<file path="config.mk">
export PLATFORM = sky130hd
export DESIGN_NAME = nnrv_exec_md
export DESIGN_NICKNAME = d
export VERILOG_FILES = /design/src/rtl/nnrv_exec_md.sv
export SDC_FILE = /design/constraint.sdc
export NUM_CORES = 2
export LEC_CHECK = 0
export ABC_AREA = 1
export BUFFER_PORTS_ARGS = -buffer_cell sky130_fd_sc_hd__buf_2
export CORE_MARGIN = 2
export CORE_UTILIZATION = 25
export CTS_BUF_LIST = sky130_fd_sc_hd__clkbuf_4 sky130_fd_sc_hd__clkbuf_8
export CTS_CLUSTER_SIZE = 28
export DETAILED_ROUTE_END_ITERATION = 6
export GPL_TIMING_DRIVEN = 0
export SYNTH_ARGS = -nofsm -noshare
export SYNTH_HDL_FRONTEND = slang
export SYNTH_SLANG_ARGS = --single-unit
</file>
<file path="constraint.sdc">
create_clock -name i_clk -period 5.55 [get_ports i_clk]
set_input_delay 0.8325 -clock i_clk [delete_from_list [all_inputs] [get_ports i_clk]]
set_output_delay 0.8325 -clock i_clk [all_outputs]
set_load 0.03 [all_outputs]
</file>
<file path="src/rtl/nnrv_exec_md.sv">
// nnrv execute stage with RV32M: single-cycle ALU/jump/load/store, iterative MUL/DIV behind valid/ready.
// Optional macro NNRV_FAST_MUL_EN: MUL/MULH/MULHSU/MULHU become single-cycle combinational multiplies.
module nnrv_exec_md #(
   parameter int XLEN       = 32,
   parameter int ADDR_WIDTH = 8
) (
   input  logic                i_clk,
   input  logic                i_rst,
   input  logic                i_id_valid,
   output logic                o_id_ready,
   input  logic [XLEN-1:0]     i_id_op1,
   input  logic [XLEN-1:0]     i_id_op2,
   input  logic [4:0]          i_id_exec_type,
   input  logic [XLEN/8-1:0]   i_id_ram_mask,
   input  logic                i_id_sign,
   input  logic [4:0]          i_id_rd,
   input  logic                i_id_rd_en,
   input  logic [XLEN-1:0]     i_id_pc,
   output logic                o_id_rd_en,
   output logic [4:0]          o_id_rd,
   output logic [XLEN-1:0]     o_id_rd_reg,
   output logic                o_id_rd_ready,
   output logic                o_mem_valid,
   output logic                o_mem_rd_en,
   output logic [4:0]          o_mem_rd,
   output logic [XLEN-1:0]     o_mem_rd_reg,
   output logic                o_mem_ram_wr_en,
   output logic                o_mem_ram_rd_en,
   output logic [XLEN-1:0]     o_mem_ram_addr,
   output logic [XLEN-1:0]     o_mem_ram_data,
   output logic [XLEN/8-1:0]   o_mem_ram_mask,
   output logic                o_mem_sign,
   output logic [1:0]          dbg_state
);

   localparam int LANES = XLEN / 8;
   localparam int LB    = $clog2(LANES);
   localparam int SB    = $clog2(XLEN);
   localparam logic [SB-1:0] CNT_LAST = SB'(XLEN - 1);

   localparam logic [4:0] OP_ADD = 5'd1,  OP_SUB = 5'd2,  OP_SLT = 5'd3,  OP_SLTU = 5'd4;
   localparam logic [4:0] OP_XOR = 5'd5,  OP_OR  = 5'd6,  OP_AND = 5'd7,  OP_SLL  = 5'd8;
   localparam logic [4:0] OP_SRL = 5'd9,  OP_SRA = 5'd10, OP_JMP = 5'd11, OP_LOAD = 5'd12;
   localparam logic [4:0] OP_STORE = 5'd13, OP_MUL = 5'd14, OP_MULH = 5'd15, OP_MULHSU = 5'd16;
   localparam logic [4:0] OP_MULHU = 5'd17, OP_DIV = 5'd18, OP_DIVU = 5'd19, OP_REM = 5'd20;
   localparam logic [4:0] OP_REMU = 5'd21;

   if (ADDR_WIDTH < 1 || ADDR_WIDTH > XLEN || XLEN < 32 || (XLEN & (XLEN - 1)) != 0) begin : g_param_check
      $error("nnrv_exec_md: unsupported XLEN/ADDR_WIDTH combination");
   end

   // valid/ready: an op transfers on a cycle where i_id_valid & o_id_ready; ready is high only in IDLE.
   typedef enum logic [1:0] {S_IDLE = 2'd0, S_MUL = 2'd1, S_DIV = 2'd2, S_DONE = 2'd3} state_t;

   state_t state_q, state_d;

   logic                accept, is_mul_op, is_div_op, go_mul, go_div, is_known, is_mem;
   logic                s1, s2, n1, n2;
   logic [XLEN-1:0]     a_abs, b_abs, alu_res, byte_mask, store_data, md_res;
   logic [LANES-1:0]    lane_mask;
   logic [SB-1:0]       shamt;
   logic [2*XLEN-1:0]   fast_prod;

   logic [4:0]          op_q;
   logic [XLEN-1:0]     op1_q, mcand_q;
   logic [2*XLEN-1:0]   acc_q;
   logic [SB-1:0]       cnt_q;
   logic                neg_q, rneg_q, dz_q, ovf_q;

   logic                rd_en_q, rd_ready_q, valid_q, wr_q, rdreq_q, sign_q;
   logic [4:0]          rd_q;
   logic [XLEN-1:0]     rd_reg_q, addr_q, data_q;
   logic [LANES-1:0]    mask_q;

   assign o_id_ready = (state_q == S_IDLE);
   assign accept     = i_id_valid & o_id_ready;
   assign dbg_state  = state_q;

   assign is_mul_op = (i_id_exec_type >= OP_MUL) && (i_id_exec_type <= OP_MULHU);
   assign is_div_op = (i_id_exec_type >= OP_DIV) && (i_id_exec_type <= OP_REMU);
   assign is_known  = (i_id_exec_type >= OP_ADD) && (i_id_exec_type <= OP_REMU);
   assign is_mem    = (i_id_exec_type == OP_LOAD) || (i_id_exec_type == OP_STORE);
   assign go_div    = is_div_op;

   assign s1    = i_id_exec_type inside {OP_MULH, OP_MULHSU, OP_DIV, OP_REM};
   assign s2    = i_id_exec_type inside {OP_MULH, OP_DIV, OP_REM};
   assign n1    = s1 & i_id_op1[XLEN-1];
   assign n2    = s2 & i_id_op2[XLEN-1];
   assign a_abs = n1 ? -i_id_op1 : i_id_op1;
   assign b_abs = n2 ? -i_id_op2 : i_id_op2;

`ifdef NNRV_FAST_MUL_EN
   // Sign-extending both operands to 2*XLEN makes one multiplier serve all four variants.
   logic [2*XLEN-1:0] ext1, ext2;
   assign ext1      = {{XLEN{n1}}, i_id_op1};
   assign ext2      = {{XLEN{n2}}, i_id_op2};
   assign fast_prod = ext1 * ext2;
   assign go_mul    = 1'b0;
`else
   assign fast_prod = '0;
   assign go_mul    = is_mul_op;
`endif

   assign shamt     = i_id_op2[SB-1:0];
   assign lane_mask = i_id_ram_mask << i_id_op2[LB-1:0];

   always_comb begin
      byte_mask = '0;
      for (int i = 0; i < LANES; i++) begin
         byte_mask[8*i +: 8] = {8{i_id_ram_mask[i]}};
      end
   end

   assign store_data = (i_id_op1 & byte_mask) << {i_id_op2[LB-1:0], 3'b000};

   always_comb begin
      alu_res = '0;
      case (i_id_exec_type)
         OP_ADD:    alu_res = i_id_op1 + i_id_op2;
         OP_SUB:    alu_res = i_id_op1 - i_id_op2;
         OP_SLT:    alu_res = {{(XLEN-1){1'b0}}, $signed(i_id_op1) < $signed(i_id_op2)};
         OP_SLTU:   alu_res = {{(XLEN-1){1'b0}}, i_id_op1 < i_id_op2};
         OP_XOR:    alu_res = i_id_op1 ^ i_id_op2;
         OP_OR:     alu_res = i_id_op1 | i_id_op2;
         OP_AND:    alu_res = i_id_op1 & i_id_op2;
         OP_SLL:    alu_res = i_id_op1 << shamt;
         OP_SRL:    alu_res = i_id_op1 >> shamt;
         OP_SRA:    alu_res = $unsigned($signed(i_id_op1) >>> shamt);
         OP_JMP:    alu_res = i_id_pc + XLEN'(4);
         OP_MUL:    alu_res = fast_prod[XLEN-1:0];
         OP_MULH, OP_MULHSU, OP_MULHU: alu_res = fast_prod[2*XLEN-1:XLEN];
         default:   alu_res = '0;
      endcase
   end

   // Multiply: low half of acc holds the multiplier and shifts out one bit per step.
   logic [XLEN:0]     mul_sum, div_trial;
   logic [2*XLEN-1:0] mul_next, div_next, prod;
   logic [XLEN-1:0]   quo, rem;

   assign mul_sum  = {1'b0, acc_q[2*XLEN-1:XLEN]} + (acc_q[0] ? {1'b0, mcand_q} : '0);
   assign mul_next = {mul_sum, acc_q[XLEN-1:1]};
   // Restoring divide: acc = {remainder, dividend/quotient}; the trial sign decides the quotient bit.
   assign div_trial = acc_q[2*XLEN-1:XLEN-1] - {1'b0, mcand_q};
   assign div_next  = div_trial[XLEN] ? {acc_q[2*XLEN-2:0], 1'b0}
                                      : {div_trial[XLEN-1:0], acc_q[XLEN-2:0], 1'b1};

   assign prod = neg_q ? -acc_q : acc_q;

   always_comb begin
      quo = neg_q  ? -acc_q[XLEN-1:0]      : acc_q[XLEN-1:0];
      rem = rneg_q ? -acc_q[2*XLEN-1:XLEN] : acc_q[2*XLEN-1:XLEN];
      if (dz_q) begin
         quo = '1;
         rem = op1_q;
      end else if (ovf_q) begin
         quo = op1_q;
         rem = '0;
      end
   end

   always_comb begin
      md_res = '0;
      case (op_q)
         OP_MUL:                       md_res = prod[XLEN-1:0];
         OP_MULH, OP_MULHSU, OP_MULHU: md_res = prod[2*XLEN-1:XLEN];
         OP_DIV, OP_DIVU:              md_res = quo;
         OP_REM, OP_REMU:              md_res = rem;
         default:                      md_res = '0;
      endcase
   end

   always_ff @(posedge i_clk) begin
      if (i_rst) state_q <= S_IDLE;
      else       state_q <= state_d;
   end

   always_comb begin
      state_d = state_q;
      case (state_q)
         S_IDLE:  if (accept && go_mul)      state_d = S_MUL;
                  else if (accept && go_div) state_d = S_DIV;
         S_MUL:   if (cnt_q == CNT_LAST)     state_d = S_DONE;
         S_DIV:   if (cnt_q == CNT_LAST)     state_d = S_DONE;
         S_DONE:  state_d = S_IDLE;
         default: state_d = S_IDLE;
      endcase
   end

   always_ff @(posedge i_clk) begin
      if (i_rst) begin
         op_q <= '0; op1_q <= '0; mcand_q <= '0; acc_q <= '0; cnt_q <= '0;
         neg_q <= 1'b0; rneg_q <= 1'b0; dz_q <= 1'b0; ovf_q <= 1'b0;
         rd_en_q <= 1'b0; rd_q <= '0; rd_reg_q <= '0; rd_ready_q <= 1'b0;
         valid_q <= 1'b0; wr_q <= 1'b0; rdreq_q <= 1'b0; sign_q <= 1'b0;
         addr_q <= '0; data_q <= '0; mask_q <= '0;
      end else begin
         valid_q <= 1'b0;
         wr_q    <= 1'b0;
         rdreq_q <= 1'b0;
         case (state_q)
            S_IDLE: begin
               if (accept) begin
                  rd_q <= i_id_rd;
                  if (go_mul || go_div) begin
                     rd_en_q    <= i_id_rd_en;
                     rd_reg_q   <= '0;
                     rd_ready_q <= 1'b0;
                     addr_q     <= '0;
                     data_q     <= '0;
                     mask_q     <= '0;
                     sign_q     <= 1'b0;
                     op_q       <= i_id_exec_type;
                     op1_q      <= i_id_op1;
                     mcand_q    <= b_abs;
                     acc_q      <= {{XLEN{1'b0}}, a_abs};
                     cnt_q      <= '0;
                     neg_q      <= n1 ^ n2;
                     rneg_q     <= n1;
                     dz_q       <= (i_id_op2 == '0);
                     ovf_q      <= s1 & s2 & (i_id_op1 == {1'b1, {(XLEN-1){1'b0}}}) & (&i_id_op2);
                  end else begin
                     valid_q    <= 1'b1;
                     rd_en_q    <= is_known & i_id_rd_en;
                     rd_reg_q   <= alu_res;
                     rd_ready_q <= is_known & ~is_mem;
                     wr_q       <= (i_id_exec_type == OP_STORE);
                     rdreq_q    <= (i_id_exec_type == OP_LOAD);
                     sign_q     <= (i_id_exec_type == OP_LOAD) & i_id_sign;
                     addr_q     <= is_mem ? i_id_op2 : '0;
                     mask_q     <= is_mem ? lane_mask : '0;
                     data_q     <= (i_id_exec_type == OP_STORE) ? store_data : '0;
                  end
               end
            end
            S_MUL: begin
               acc_q <= mul_next;
               cnt_q <= cnt_q + SB'(1);
            end
            S_DIV: begin
               acc_q <= div_next;
               cnt_q <= cnt_q + SB'(1);
            end
            S_DONE: begin
               valid_q    <= 1'b1;
               rd_reg_q   <= md_res;
               rd_ready_q <= 1'b1;
            end
            default: ;
         endcase
      end
   end

   assign o_id_rd_en      = rd_en_q;
   assign o_id_rd         = rd_q;
   assign o_id_rd_reg     = rd_reg_q;
   assign o_id_rd_ready   = rd_ready_q;
   assign o_mem_valid     = valid_q;
   assign o_mem_rd_en     = rd_en_q;
   assign o_mem_rd        = rd_q;
   assign o_mem_rd_reg    = rd_reg_q;
   assign o_mem_ram_wr_en = wr_q;
   assign o_mem_ram_rd_en = rdreq_q;
   assign o_mem_ram_addr  = addr_q;
   assign o_mem_ram_data  = data_q;
   assign o_mem_ram_mask  = mask_q;
   assign o_mem_sign      = sign_q;

endmodule

</file>
After elaboration in Yosys (flattened, before gate mapping)
Index checks and enable logic that the tools add are counted.

Bits in registers: 255. Bits in latches: 0. Memory bits (writable): 0. Memory bits (read-only): 0. Input port bits: 115. Logic and storage cells: 161. Memories: 0.

Add/sub/neg operators: 11. Multiply operators: 0. Div/mod/pow operators: 0. Order comparisons: 7. Equality and inequality tests: 34. Shifts and indexed selects: 5. Muxes and demuxes: 40. Bitwise operators: 17. Reductions and logical operators: 26.

Operators with widths (count): $mux W32 (15); $pmux W32 S11 (1); $mux W64 (4); $pmux W64 S3 (1); $neg A32 Y32 (4); $pmux W32 S4 (1); $and A32 B32 Y32 (2); $lt A32 B32 Y1 (2); $neg A64 Y64 (1); $pmux W32 S2 (1); $shl A32 B5 Y32 (2); $eq A5 B5 Y1 const B (10); $eq A5 B4 Y1 const B (9); $add A32 B32 Y33 (1); $sub A33 B32 Y33 (1); $add A32 B3 Y32 const B (1); $add A32 B32 Y32 (1); $eq A32 B32 Y1 const B (1); $logic_not A32 Y1 (1); $or A32 B32 Y32 (1); $reduce_and A32 Y1 (1); $shr A32 B5 Y32 (1); $sshr A32 B5 Y32 (1); $sub A32 B32 Y32 (1); 35 further kinds (76).

Depth between registers and ports, before layout
Depth in word-level cells: 7. Mapped depth: 23. Gate-level depth less buffers: 20.

Worst setup path after synthesis
Ideal clock, no wire load.

Path kind: input port to flip-flop. From: input i_id_op2[1]. To: register mcand_q[30]. Library setup time: 0.109 ns. Arrival time: 3.217 ns. Setup slack: 2.224 ns. Stages on the path: 19. Path buffers: 4. Path through: buf_2 inv_2 buf_4 buf_2 buf_1 ha_1 nand2_1 nor2_1 nand2_1 nor3_2 nand2_1 nor3_2 nand3_1 nand2_1 o21ai_1 a21oi_1 o21ai_1 nand2_1 inv_1.

Longest elaborated chain between the ends: 2.

Ends and longest elaborated chain: start, declared (line 12) `input logic [XLEN-1:0] i_id_op2,`; $neg A32 Y32 (line 90) `assign b_abs = n2 ? -i_id_op2 : i_id_op2;`; $mux W32 (line 90); end signal, assigned (line 215) `mcand_q <= b_abs;`; end, declared (line 65) `logic [XLEN-1:0] op1_q, mcand_q;`.

No other way between the ends. A chain may end at the register's enable or synchronous reset.

Worst setup path after layout
From: input i_id_op2[1]. To: register rd_reg_q[16] (netlist: o_id_rd_reg[16]).

Longest elaborated chain between the ends: 5. Elaborated cells between the ends (all ways): 9. Those cells by class: add/sub (2); shift (3); mux (4).

Ends and longest elaborated chain: $sub A32 B32 Y32, or another cell as far along (line 120) `OP_SUB: alu_res = i_id_op1 - i_id_op2;`; $pmux W32 S11 (*) (line 118) `case (i_id_exec_type)`; $mux W32 (*) (line 205) `if (go_mul || go_div) begin`; $mux W32 (*) (line 203) `if (accept) begin`; $pmux W32 S2 (*) (line 201) `case (state_q)`; end signal, assigned (line 225) `rd_reg_q <= alu_res;`; end signal, assigned (line 246) `rd_reg_q <= md_res;`; end, declared (line 72) `logic [XLEN-1:0] rd_reg_q, addr_q, data_q;`.

Every way passes the cells marked *; elsewhere a longest branch is shown, timed or not. The select of a mux whose other input is x is not followed.

==> results.py <==
metrics = {
    "run_status": {
        "outcome": "finished, violations left",
        "violations": "DRC",
    },
    "timing": {
        "hold_violations": 0,
        "slew_viol_final": 0,
        "setup_viol": 0,
        "timing.final.crit_share": 0.977,
        "rsz0062_at_grt": "false",
        "fmax_ghz": 0.184,
        "post-route-min-period_ns": 5.42,
        "worst_pin_slew_ns": 1.38,
        "relSlewSlack": 0.0820,
        "skew_ns": 0.0789,
        "hold_slack_ns": 0.309,
    },
    "floorplanning": {
        "coreArea_mm2": 0.132,
        "num_rows": 133,
        "start_util": 0.253,
        "ios": 267,
        "die_height_um": 369,
        "die_x_um": 369,
        "die_area_mm2": 0.136,
    },
    "synth": {
        "synthCells": 6162,
        "yosys.cell_types.count": 60,
        "async_reset_ff_frac": 0,
        "synth_fp_nets": 6462,
        "yosysWarningCount": 0,
        "syn-cell-area_mm2": 0.0333,
        "ys_seq_area_frac": 0.153,
        "syn_avg_cell_area_um2": 5.41,
        "ys.flop_type": "dfxtp_1",
        "synth_commonest_cells": "nand2_1, nand3_1, inv_1",
        "synth-seq-cells": 255,
        "synth_edf_count": 0,
        "synth.largest_area_cell": "nand2_1",
        "synth_top_area_share": 0.220,
        "synth_area_leaders": "nand2_1, dfxtp_1, nand3_1",
        "synth.most_common_cell": "nand2_1",
    },
    "cts": {
        "cts_resized": 0,
        "clkTransAtPathRegs_ns": 0.06,
        "root_buffer": "clkbuf_8",
        "cts_tree": "done",
        "clock_path_buffers": 3,
        "cts_hold_buf": 0,
        "cts.sinks": 255,
        "cts_setup_buffers": 0,
        "clk_latency_ns": 0.78,
        "numCtsBuffers": 48,
        "cts_max_level": 2,
    },
    "power": {
        "leakagePower_nw": 19.4,
        "p_sw_mw": 6.39,
        "ir_drop_v": 0.000229,
        "intPower_mw": 4.89,
        "power-per-cell-area_mw_per_mm2": 297,
        "netSwitchingFraction": 0.567,
        "p_comb_frac": 0.595,
        "power_frac_seq": 0.216,
        "clkPwrFrac": 0.189,
    },
    "worst_setup_path": {
        "crit_fanout": 13,
        "r2r-end": "acc_q[57]$_SDFFE_PP0P_",
        "r2r_cells": 17,
        "cp_cell_sequence": "buf_2 > buf_2 > inv_2 > buf_4 > buf_2 > buf_1 > fa_1 > nand2_1 > nand2_1 > nand2_1 > o21ai_1 > nand3_1 > nand2_1 > nand2_1 > nand3_1 > o21ai_0 > o21ai_0 > nand3_1 > nand2_1 > inv_1",
        "cp-start-kind": "input port",
        "required_ns": 6.23,
        "reg2reg_from": "acc_q[0]$_SDFFE_PP0P_",
        "critPathMaxStageDelay_ns": 1.04,
        "critPathKind": "input port to register",
        "slowest_stage": "buf_1",
        "crit_family": "buffers and inverters",
        "r2r_slack_ns": 1.52,
        "crit_buf_inv": 7,
        "critPathCaptureType": "register",
        "cp_common_cell": "nand2_1",
        "cp.arrival_ns": 6.10,
    },
    "global_route": {
        "track_usage": 0.335,
        "antenna_found_initial": 19,
        "overflow": 0,
        "grt_pass1_wl_mm": 322,
        "grt_pass1_vias": 41500,
        "grt_max_degree": 14,
    },
    "hold_path": {
        "hold_path_class": "input port to register",
        "whs_endpoint": "o_id_rd[2]$_SDFFE_PP0P_",
        "holdCritStartpoint": "i_id_rd[2]",
        "min_path_cells": 3,
    },
    "finish": {
        "multiInputGateArea_mm2": 0.0241,
        "area_growth_pct": 13.8,
        "seq_area_mm2": 0.00510,
        "design_area_mm2": 0.0379,
        "largest_reg_flops": 64,
        "nFillCells": 15400,
        "nNetsFinal": 6776,
        "drive_gt1_frac": 0.0914,
    },
    "placement": {
        "post_dp_cell_area_mm2": 0.0368,
        "io_buffer_count": 264,
        "gp_congestion": 1.07,
        "dp_hpwl_mm": 198,
    },
    "routing": {
        "via_per_inst": 5.51,
        "drt_iter0_drc": 6360,
        "firstDrtPassIters": 7,
        "num_vias": 45600,
        "final_antenna_net_count": 0,
        "post-route-drc-count": 5,
        "wl_mm": 238,
        "routedWlPerCell_um": 28.7,
    },
    "flow_run": {
        "drv_cap": 0,
    },
}
==> metrics by stage <==
step | utilization | TNS (ns) | power [mW] | setup WS, ns | instances
2_1_floorplan | - | 0 | 6.30 | 2.22 | 6162
3_3_place_gp | 0.279 | -0.935 | 8.94 | -0.580 | 8181
3_5_place_dp | 0.279 | -0.742 | 8.92 | -0.488 | 8181
4_1_cts | 0.287 | 0 | 11.0 | 0.317 | 8264
5_1_grt | 0.287 | 0 | 11.8 | 0.239 | 8266
6_report | 0.287 | 0 | 11.3 | 0.127 | 8272
==> cell families (layout without fill, tap and decap cells) <==
logic type,count (synthesis),after routing,synth area share
AO/OA/AOI/OAI,1116,1116,0.183
XOR/XNOR,81,81,0.0213
adder cells (fa/ha/maj),185,185,0.0704
buffers and inverters,1003,1350,0.123
flip-flops,255,255,0.153
other,0,8,0
AND/OR/NAND/NOR,3522,3522,0.449
==> worst max path at each step <==
stage	start	end	cells past startpoint
3_3_place_gp	i_id_op2[1]	o_id_rd_reg[16]$_SDFFE_PP0P_	20
3_5_place_dp	i_id_op2[1]	o_id_rd_reg[16]$_SDFFE_PP0P_	20
5_1_grt	i_id_op2[1]	o_id_rd_reg[16]$_SDFFE_PP0P_	20
4_1_cts	i_id_op2[1]	o_id_rd_reg[16]$_SDFFE_PP0P_	20
6_report	i_id_op2[1]	o_id_rd_reg[16]$_SDFFE_PP0P_	20
2_1_floorplan	i_id_op2[1]	mcand_q[30]$_SDFFE_PP0P_	19
==> cells in the final DEF (no fill, tap or decap), drive strengths merged, types with 21 or more instances in the layout <==
cell type	count
nand3	734
o22ai	52
nand2	1967
ha	181
xor2	70
nor2	584
clkbuf	206
or2	22
nand3b	24
buf	437
a21oi	506
inv	685
nand4	81
o21bai	21
o221ai	24
o21ai	419
nor3	77
o211ai	35
dfxtp	255
==> power by group through the flow <==
stage	clock network (mW)	registers, mW	logic (mW)
finish	2.13	2.44	6.71
global route	2.21	2.45	7.12
CTS	2.14	2.42	6.50
detailed placement	0	2.45	6.47
global placement	0	2.46	6.48
floorplan	0	2.44	3.86
==> metal layers <==
layer,vias up,share of wire,routed length [um],track usage
met2,2682,0.42,100000,0.506
met5,-,0.00049,116,0
met4,18,0.066,15700,0.189
li1,20800,-,-,-
met1,21600,0.42,99500,0.445
met3,475,0.094,22400,0.0613
==> worst register-to-register path, cell delays in order, from the launching register on <==
cell and delay, ns:
dfxtp_1 0.30, buf_2 0.28, buf_1 0.53, nand2_1 0.10, inv_1 0.08, ha_1 0.20, inv_1 0.12, fa_1 0.41
o21ai_1 0.42, a21oi_1 0.21, o21ai_0 0.59, nand3_1 0.22, nand3_1 0.12, nand2_1 0.05, nand3_1 0.07, nand2_1 0.07
nand2_1 0.05, a21oi_1 0.05
==> cell type report <==
cell class	count	share of cell area
well taps	1755	0.0579
repair buffers	264	0.0349
clock buffers	72	0.0237
clock inverters	11	0.00403
diodes	8	0.000528
multi-input cells	4904	0.636
flip-flops and latches	255	0.135
inverters	696	0.0690
plain buffers	307	0.0393
Note: power is estimated with default switching activity, not from simulation.
